===== src/rtl/fetch_bpred.sv =====
// Fetch stage with PC register, F/D pipeline register and a direct-mapped BTB
// holding 2-bit saturating direction counters; redirects on Execute mispredicts.
module fetch_bpred #(
    parameter int              XLEN        = 32,
    parameter int              BTB_ENTRIES = 16,
    parameter logic [XLEN-1:0] RESET_PC    = '0
) (
    input  logic            clk,
    input  logic            reset,
    input  logic            StallF,
    input  logic            StallD,
    input  logic            FlushD,
    input  logic [31:0]     InstrF,
    input  logic            ResolveE,
    input  logic            TakenE,
    input  logic [XLEN-1:0] PCE,
    input  logic [XLEN-1:0] TargetE,
    input  logic            PredTakenE,
    input  logic [XLEN-1:0] PredTargetE,
    output logic [XLEN-1:0] PCF,
    output logic [31:0]     InstrD,
    output logic [XLEN-1:0] PCD,
    output logic [XLEN-1:0] PCPlus4D,
    output logic            PredTakenD,
    output logic [XLEN-1:0] PredTargetD,
    output logic            MispredictE
);

    localparam int              IDXW = $clog2(BTB_ENTRIES);
    localparam int              TAGW = XLEN - IDXW - 2;
    localparam logic [XLEN-1:0] FOUR = XLEN'(4);

    logic            r_valid  [BTB_ENTRIES];
    logic [TAGW-1:0] r_tag    [BTB_ENTRIES];
    logic [XLEN-1:0] r_target [BTB_ENTRIES];
    logic [1:0]      r_ctr    [BTB_ENTRIES];

    logic [XLEN-1:0] r_pcf;
    logic [31:0]     r_instr_d;
    logic [XLEN-1:0] r_pc_d;
    logic [XLEN-1:0] r_pcplus4_d;
    logic            r_pred_taken_d;
    logic [XLEN-1:0] r_pred_target_d;

    logic [IDXW-1:0] w_idx_f;
    logic [TAGW-1:0] w_tag_f;
    logic            w_hit_f;
    logic            w_pred_taken_f;
    logic [XLEN-1:0] w_pred_target_f;
    logic [XLEN-1:0] w_pcplus4_f;
    logic [IDXW-1:0] w_idx_e;
    logic [TAGW-1:0] w_tag_e;
    logic            w_hit_e;
    logic            w_mispredict;

    // Lookup reads the array before any same-cycle write lands.
    assign w_idx_f         = r_pcf[IDXW+1:2];
    assign w_tag_f         = r_pcf[XLEN-1:IDXW+2];
    assign w_hit_f         = r_valid[w_idx_f] && (r_tag[w_idx_f] == w_tag_f);
    assign w_pred_taken_f  = w_hit_f && r_ctr[w_idx_f][1];
    assign w_pred_target_f = r_target[w_idx_f];
    assign w_pcplus4_f     = r_pcf + FOUR;

    assign w_idx_e = PCE[IDXW+1:2];
    assign w_tag_e = PCE[XLEN-1:IDXW+2];
    assign w_hit_e = r_valid[w_idx_e] && (r_tag[w_idx_e] == w_tag_e);

    assign w_mispredict = ResolveE &&
                          ((TakenE != PredTakenE) || (TakenE && (TargetE != PredTargetE)));

    always_ff @(posedge clk or posedge reset) begin
        if (reset) begin
            for (int i = 0; i < BTB_ENTRIES; i++) begin
                r_valid[i] <= 1'b0;
                r_ctr[i]   <= 2'b00;
            end
        end else if (ResolveE) begin
            if (TakenE) begin
                if (w_hit_e) begin
                    r_ctr[w_idx_e] <= (r_ctr[w_idx_e] == 2'b11) ? 2'b11 : r_ctr[w_idx_e] + 2'd1;
                end else begin
                    r_valid[w_idx_e] <= 1'b1;
                    r_ctr[w_idx_e]   <= 2'b10;
                end
            end else if (w_hit_e) begin
                r_ctr[w_idx_e] <= (r_ctr[w_idx_e] == 2'b00) ? 2'b00 : r_ctr[w_idx_e] - 2'd1;
            end
        end
    end

    // Tag and target are meaningless while valid is low, so they carry no reset.
    always_ff @(posedge clk) begin
        if (ResolveE && TakenE) begin
            r_tag[w_idx_e]    <= w_tag_e;
            r_target[w_idx_e] <= TargetE;
        end
    end

    always_ff @(posedge clk or posedge reset) begin
        if (reset) begin
            r_pcf <= RESET_PC;
        end else if (w_mispredict) begin
            r_pcf <= TakenE ? TargetE : (PCE + FOUR);
        end else if (!StallF) begin
            r_pcf <= w_pred_taken_f ? w_pred_target_f : w_pcplus4_f;
        end
    end

    always_ff @(posedge clk or posedge reset) begin
        if (reset) begin
            r_instr_d       <= '0;
            r_pc_d          <= '0;
            r_pcplus4_d     <= '0;
            r_pred_taken_d  <= 1'b0;
            r_pred_target_d <= '0;
        end else if (FlushD || w_mispredict) begin
            r_instr_d       <= '0;
            r_pc_d          <= '0;
            r_pcplus4_d     <= '0;
            r_pred_taken_d  <= 1'b0;
            r_pred_target_d <= '0;
        end else if (!StallD) begin
            r_instr_d       <= InstrF;
            r_pc_d          <= r_pcf;
            r_pcplus4_d     <= w_pcplus4_f;
            r_pred_taken_d  <= w_pred_taken_f;
            r_pred_target_d <= w_pred_target_f;
        end
    end

    assign PCF         = r_pcf;
    assign InstrD      = r_instr_d;
    assign PCD         = r_pc_d;
    assign PCPlus4D    = r_pcplus4_d;
    assign PredTakenD  = r_pred_taken_d;
    assign PredTargetD = r_pred_target_d;
    assign MispredictE = w_mispredict;

endmodule


===== config.mk =====
export PLATFORM = sky130hd
export DESIGN_NAME = fetch_bpred
export DESIGN_NICKNAME = d
export VERILOG_FILES = /design/src/rtl/fetch_bpred.sv
export SDC_FILE = /design/constraint.sdc
export NUM_CORES = 2
export LEC_CHECK = 0
export BUFFER_PORTS_ARGS = -buffer_cell sky130_fd_sc_hd__clkbuf_2
export CELL_PAD_IN_SITES_DETAIL_PLACEMENT = 0
export CELL_PAD_IN_SITES_GLOBAL_PLACEMENT = 1
export CORE_ASPECT_RATIO = 1.75
export CORE_UTILIZATION = 45
export DETAILED_ROUTE_END_ITERATION = 10
export PLACE_DENSITY = 0.81
export SYNTH_ARGS = -nofsm -noshare
export SYNTH_HDL_FRONTEND = slang
export SYNTH_SLANG_ARGS = --single-unit

===== constraint.sdc =====
create_clock -name clk -period 5.99 [get_ports clk]
set_clock_uncertainty 0.15 [all_clocks]
set_input_delay 0.599 -clock clk [delete_from_list [all_inputs] [get_ports clk]]
set_output_delay 0.599 -clock clk [all_outputs]
set_load 0.05 [all_outputs]

==> Yosys cells after proc, flatten, opt, wreduce, memory -nomap -nowiden <==
Memory sizes are Yosys's and may differ from the RTL's.
Cells that the tools add are included.
{ "word_totals": {"regBits": 209, "ram_bits": 928, "input_bits": 136, "out_inout_bits": 162, "word_cells": 113, "n_memories": 2} }
{ "classes": {"add_sub_neg": 4, "n_lt_le_gt_ge": 3, "eq_ne": 7, "muxes": 39, "bitwise_logic": 7, "n_reduce_logical": 13} }
{ "mem_list": {"columns": ["memory", "depth", "word_bits", "read_ports", "rd_clocked_by_memory_dff", "write_ports", "line", "rtl"], "rows": [
  ["r_target", 16, 32, 1, 0, 1, "35", "logic [XLEN-1:0] r_target [BTB_ENTRIES];"],
  ["r_tag", 16, 26, 2, 0, 1, "34", "logic [TAGW-1:0] r_tag [BTB_ENTRIES];"]
]} }
{ "ops": {"columns": ["operator", "n"], "rows": [
  ["two-way mux 32 bit", 15],
  ["adder 32 x 3 -> 32 bit (second input constant)", 2],
  ["bitwise mux 32 bit", 2],
  ["== test 26 bit", 2],
  ["!= test 32 bit", 1],
  ["bitwise OR 16 bit", 2],
  ["AND 16 bit", 1],
  ["binary-select mux 2 bit (select 4 bit)", 2],
  ["NOT 16 bit", 1],
  ["two-way mux 2 bit", 7],
  ["greater-or-equal comparator 5 bit (second input constant)", 2],
  ["NOT 4 -> 5 bit", 2],
  ["two-way mux 1 bit", 9],
  ["binary-select mux 1 bit (select 4 bit)", 2],
  ["demux 2 bit (select 4 bit)", 1],
  ["logical AND 1 bit", 7],
  ["less-than comparator 5 x 1 -> 1 bit (second input constant)", 1],
  ["demux 1 bit (select 4 bit)", 1],
  ["!= test 2 x 1 -> 1 bit (second input constant)", 2],
  ["AND reduction 3 bit", 1],
  ["adder 2 x 1 -> 2 bit (second input constant)", 1],
  ["== test 2 bit (second input constant)", 1],
  ["logical NOT 2 bit", 1],
  ["logical OR 1 bit", 2],
  ["other kinds (5)", 5]
]} }

==> Depth between registers and ports, before layout <==
{ "depth": {"depth_word": 9, "ltp_mapped": 16, "mapped_depth_nobuf": 10} }

==> Worst setup path after synthesis <==
No wires, ideal clock.
{ "synth_timing": {"path_kind": "input-to-reg", "startpoint": "input PCE[3]", "endpoint": "memory r_tag[13][0] (netlist name) (enable)", "setup_time_ps": 474, "t_arrival_ps": 4258, "t_required_ps": 5366, "path_slack_ps": 1108, "path_stages": 8, "n_path_buf": 4, "path_cell_list": "buf_2 > buf_2 > buf_2 > buf_2 > inv_1 > ha_1 > nand2_1 > nor2_1"} }
{ "synth_lines": {"columns": ["element", "line", "rtl"], "rows": [
  ["start: declaration", "16", "input logic [XLEN-1:0] PCE,"],
  ["end: declaration", "34", null]
]} }
No word-level cell before the write port.

==> Worst setup path in the final report <==
{ "layout_timing": {"startpoint": "register r_pcf[4], in the netlist PCF[4]", "endpoint": "register r_pcf[28], in the netlist PCF[28]"} }
{ "layout_via": {"elab_chain_len": 9, "elab_cells_between_ends": 16} }
{ "layout_rtl": {"columns": ["element", "line", "rtl"], "rows": [
  ["start: declaration", "38", "logic [XLEN-1:0] r_pcf;"],
  ["start signal: assignment", "103", "r_pcf <= TakenE ? TargetE : (PCE + FOUR);"],
  ["start signal: assignment", "105", "r_pcf <= w_pred_taken_f ? w_pred_target_f : w_pcplus4_f;"],
  ["branches (longest 6 deep; another with memory read (16 x 26 bit))", null, null],
  ["two-way mux 32 bit (*)", "105", null],
  ["two-way mux 32 bit (*)", "104", "end else if (!StallF) begin"],
  ["two-way mux 32 bit (*)", "102", "end else if (w_mispredict) begin"]
]} }
Mark *: on every way between the ends. The select of a mux whose other input is x is not followed.
A chain may end at the register's enable or synchronous reset.

==> summary.txt <==
Min path
  – Worst Hold Path Cells: 3
  – Min-Delay Path Class: input port to flip-flop

STA
  – # setup viols final: 0
  – Unrepaired setup endpoints after global routing: false
  – Slew HR: 0.119
  – Fin crit share: 0.815
  – Final Hold Viols: 0
  – Hold WS: between 80 and 90 ps
  – Min Tclk post-route: a little under 5000 ps
  – Slew Viols, Final: 0
  – Fmax: approximately 200 MHz
  – TNS Setup: 0 ps
  – Slew at the pin closest to its max-slew limit: 1310 ps

Layout
  – Nets: ~3.6k
  – Layout area overhead: 13.8%
  – Layout cells sized above 1: 0.264
  – Fill cells: 9,354

Global routing
  – Antenna violations before repair: 7
  – Tot GR Track Use: 0.304
  – First-pass GRT wire length: between 200,000 and 250,000 um
  – Total grt overflow: 0
  – Vias in the first global route: 33.4k
  – Largest net degree at the start of global routing: 125

Logic synthesis
  – Yosys warnings: 0
  – Post-Syn Area: around 0.052 sq mm
  – Syn_nets: roughly 3.3k
  – Cell variety after synth: 88
  – Register bit count reported by yosys: approximately 1.1k
  – Synth Flop Type: edfxtp_1
  – Sequential fraction of the synthesis area: 0.639
  – Syn Area/Cell: roughly 17 sq um
  – Synthesized instance count: a little over 3k
  – Asr flop ratio synth: 0.182
  – EDFF count, synth: 928

Setup path
  – Crit path to: PCF[28]
  – Critical path capture point type: flip-flop
  – R2R Setup Slk: roughly 1100 ps
  – CP Class: flip-flop to flip-flop
  – Crit path required time: between 6000 and 7000 ps
  – CP Max Fanout: between 40 and 50
  – RR Endpoint: PCF[28]
  – Worst R2R Path Depth: 11
  – CP startpoint: PCF[4]
  – Worst Path Arrival: around 5400 ps
  – CP Launch Type: flip-flop
  – Reg2reg start: PCF[4]

Drt
  – Routed WL: approximately 180,000 um
  – Routed WL per cell: 35.1 um
  – Vias per inst: approximately 6.6
  – Initial DRC Count: 4,047
  – Metal3 WL: about 16,000 um
  – Antenna viol nets, final: 0
  – Highest Signal Layer: met5
  – Drt drc: 0
  – M1 WL: between 50,000 and 60,000 um
  – Routed met2 length: approximately 87,000 um
  – Pre-antenna DRT Iters: 6
  – Via count: about 33k

Placement
  – I/O Buffers: just under 300
  – GP Congestion: ~1.0
  – Post-detail-place hpwl: roughly 120,000 um

Clock tree
  – Num CTS Buffers: 97
  – Post_cts resized: 0
  – CTS tree: yes
  – Worst-Skew Late Latency: about 760 ps
  – Clock Root Buffer: clkbuf_16
  – # clock sinks: 1,135
  – CTS H-Tree Depth: 3
  – Clock transition at path regs: about 70 ps
  – Max Buffers Root-to-Sink: 3

Floorplan
  – DIE WIDTH: about 260 um
  – DIE HEIGHT: between 400 and 500 um
  – Die ar.: 0.116 sq mm
  – IO Count: around 300
  – Core Region: 0.114 sq mm
  – Rows: 164
  – Initial Util: 0.453

Power and ir drop
  – Comb pwr share: 0.203
  – Max VDD drop: roughly 290 uV
  – Sequential group share of total power: 0.456
  – Power Density: between 300 and 400 mW/mm^2
  – Leak: 20.9 nW
  – Int Pwr: about 14 mW
  – Sw Share: 0.296
  – Clock share of power: 0.341
  – Switch Pwr: between 5 and 6 mW

Run status
  – Status: completed

Run
  – Maxcap violations: 0
[synthesized netlist by cell type, types with 28 or more instances]
cell type | count | area, sq um
nand2_1 | 115 | 432
edfxtp_1 | 928 | 27900
inv_1 | 40 | 150
buf_2 | 49 | 245
a21oi_1 | 38 | 190
buf_1 | 29 | 109
dfrtp_1 | 207 | 5180
nand4_1 | 28 | 175
clkbuf_1 | 87 | 327
mux2i_1 | 290 | 2900
nor2_1 | 205 | 769
xor2_1 | 47 | 412
mux4_2 | 326 | 7340
o21ai_0 | 49 | 245
xnor2_1 | 79 | 692
nor3_1 | 45 | 225
nand3_1 | 45 | 225
a211oi_1 | 28 | 210
[power groups by stage]
stage | logic (mW) | clock network, mW | registers [mW]
floorplan | 2.28 | 0 | 9.38
global placement | 3.95 | 0 | 9.23
detailed placement | 3.96 | 0 | 9.24
CTS | 3.99 | 6.83 | 9.08
global route | 4.16 | 7.09 | 9.10
finish | 4.05 | 6.79 | 9.09
[layer usage]
layer,GRT usage,up-vias
met3,0.0550,559
met1,0.348,17008
li1,-,13111
met2,0.503,2261
met5,0,-
met4,0.237,4
[cells in the final DEF, fill, tap and decap left out, drive strengths merged, types with 28 or more instances in the layout]
cell and n:
xnor2 79, nand4 28, clkinv 33, nand2 116, mux4 339, edfxtp 928
nand3 45, inv 45, o21ai 59, a211oi 28, nor2 206, xor2 47
a21oi 38, buf 104, mux2i 290, nor3 46, dlygate4sd3 33, dfrtp 207
clkbuf 421
[timing repair]
item / 4_1_cts / 5_1_grt
hold buffers: 33 / 0
hold endpoints to repair: 67 / 0
setup buffers: 0 / 0
[final cells by class]
type                       instances  area [sq um]  area share
clock buffer                     127          2640      0.0449
inverter                          44           170     0.00289
clock inverter                    55           714      0.0121
sequential                      1135         33100       0.562
antenna                            4          10.0    0.000170
timing repair buffer             431          2900      0.0492
tap                             1494          1870      0.0318
multi-input combinational       1715         17500       0.297
[through the flow]
stage	instance area [sq um]	power [mW]	cells	utilization	worst slack [ps]
4_1_cts	58800	19.9	5001	0.516	1170
2_1_floorplan	51700	11.7	3111	-	1110
5_1_grt	58800	20.4	5004	0.516	1010
6_report	58800	19.9	5005	0.516	1110
3_3_place_gp	55100	13.2	4786	0.483	993
3_5_place_dp	55100	13.2	4786	0.483	985
[kinds of logic after synthesis]
logic type | share of synthesized area
buffers and inverters | 0.0259
multiplexers | 0.209
XOR/XNOR | 0.0213
AND/OR/NAND/NOR | 0.0549
flip-flops | 0.639
AO/OA/AOI/OAI | 0.0484
adder cells (fa/ha/maj) | 0.00121
[worst min-delay path by stage]
stage,start,endpoint,slack [ps]
finish,PCE[1],PCF[1],80
global route,PCE[0],PCF[0],60
CTS,PCE[0],PCF[0],50
detailed placement,r_valid[6],r_valid[6],320
global placement,r_valid[6],r_valid[6],310
floorplan,r_valid[14],r_valid[14],290
[sequential cells by signal, summed over array words and instances, names as in the netlist]
register and count:
r_ctr 32, PCF 32, PCD 32, PredTakenD 1
InstrD 32, PredTargetD 32, r_valid 16, r_target 512
r_tag 416, PCPlus4D 30
[critical path, stage by stage, from the launching register on]
cell and delay (ps):
dfrtp_4 630, buf_12 340, buf_4 610, nand3_1 480, or4b_2 850, nor2_1 380
nand2_1 300, nor2_1 170, nand2_1 80, xnor2_1 370, mux2i_1 130, o221ai_1 180
Power figures use the tool's default switching activity.
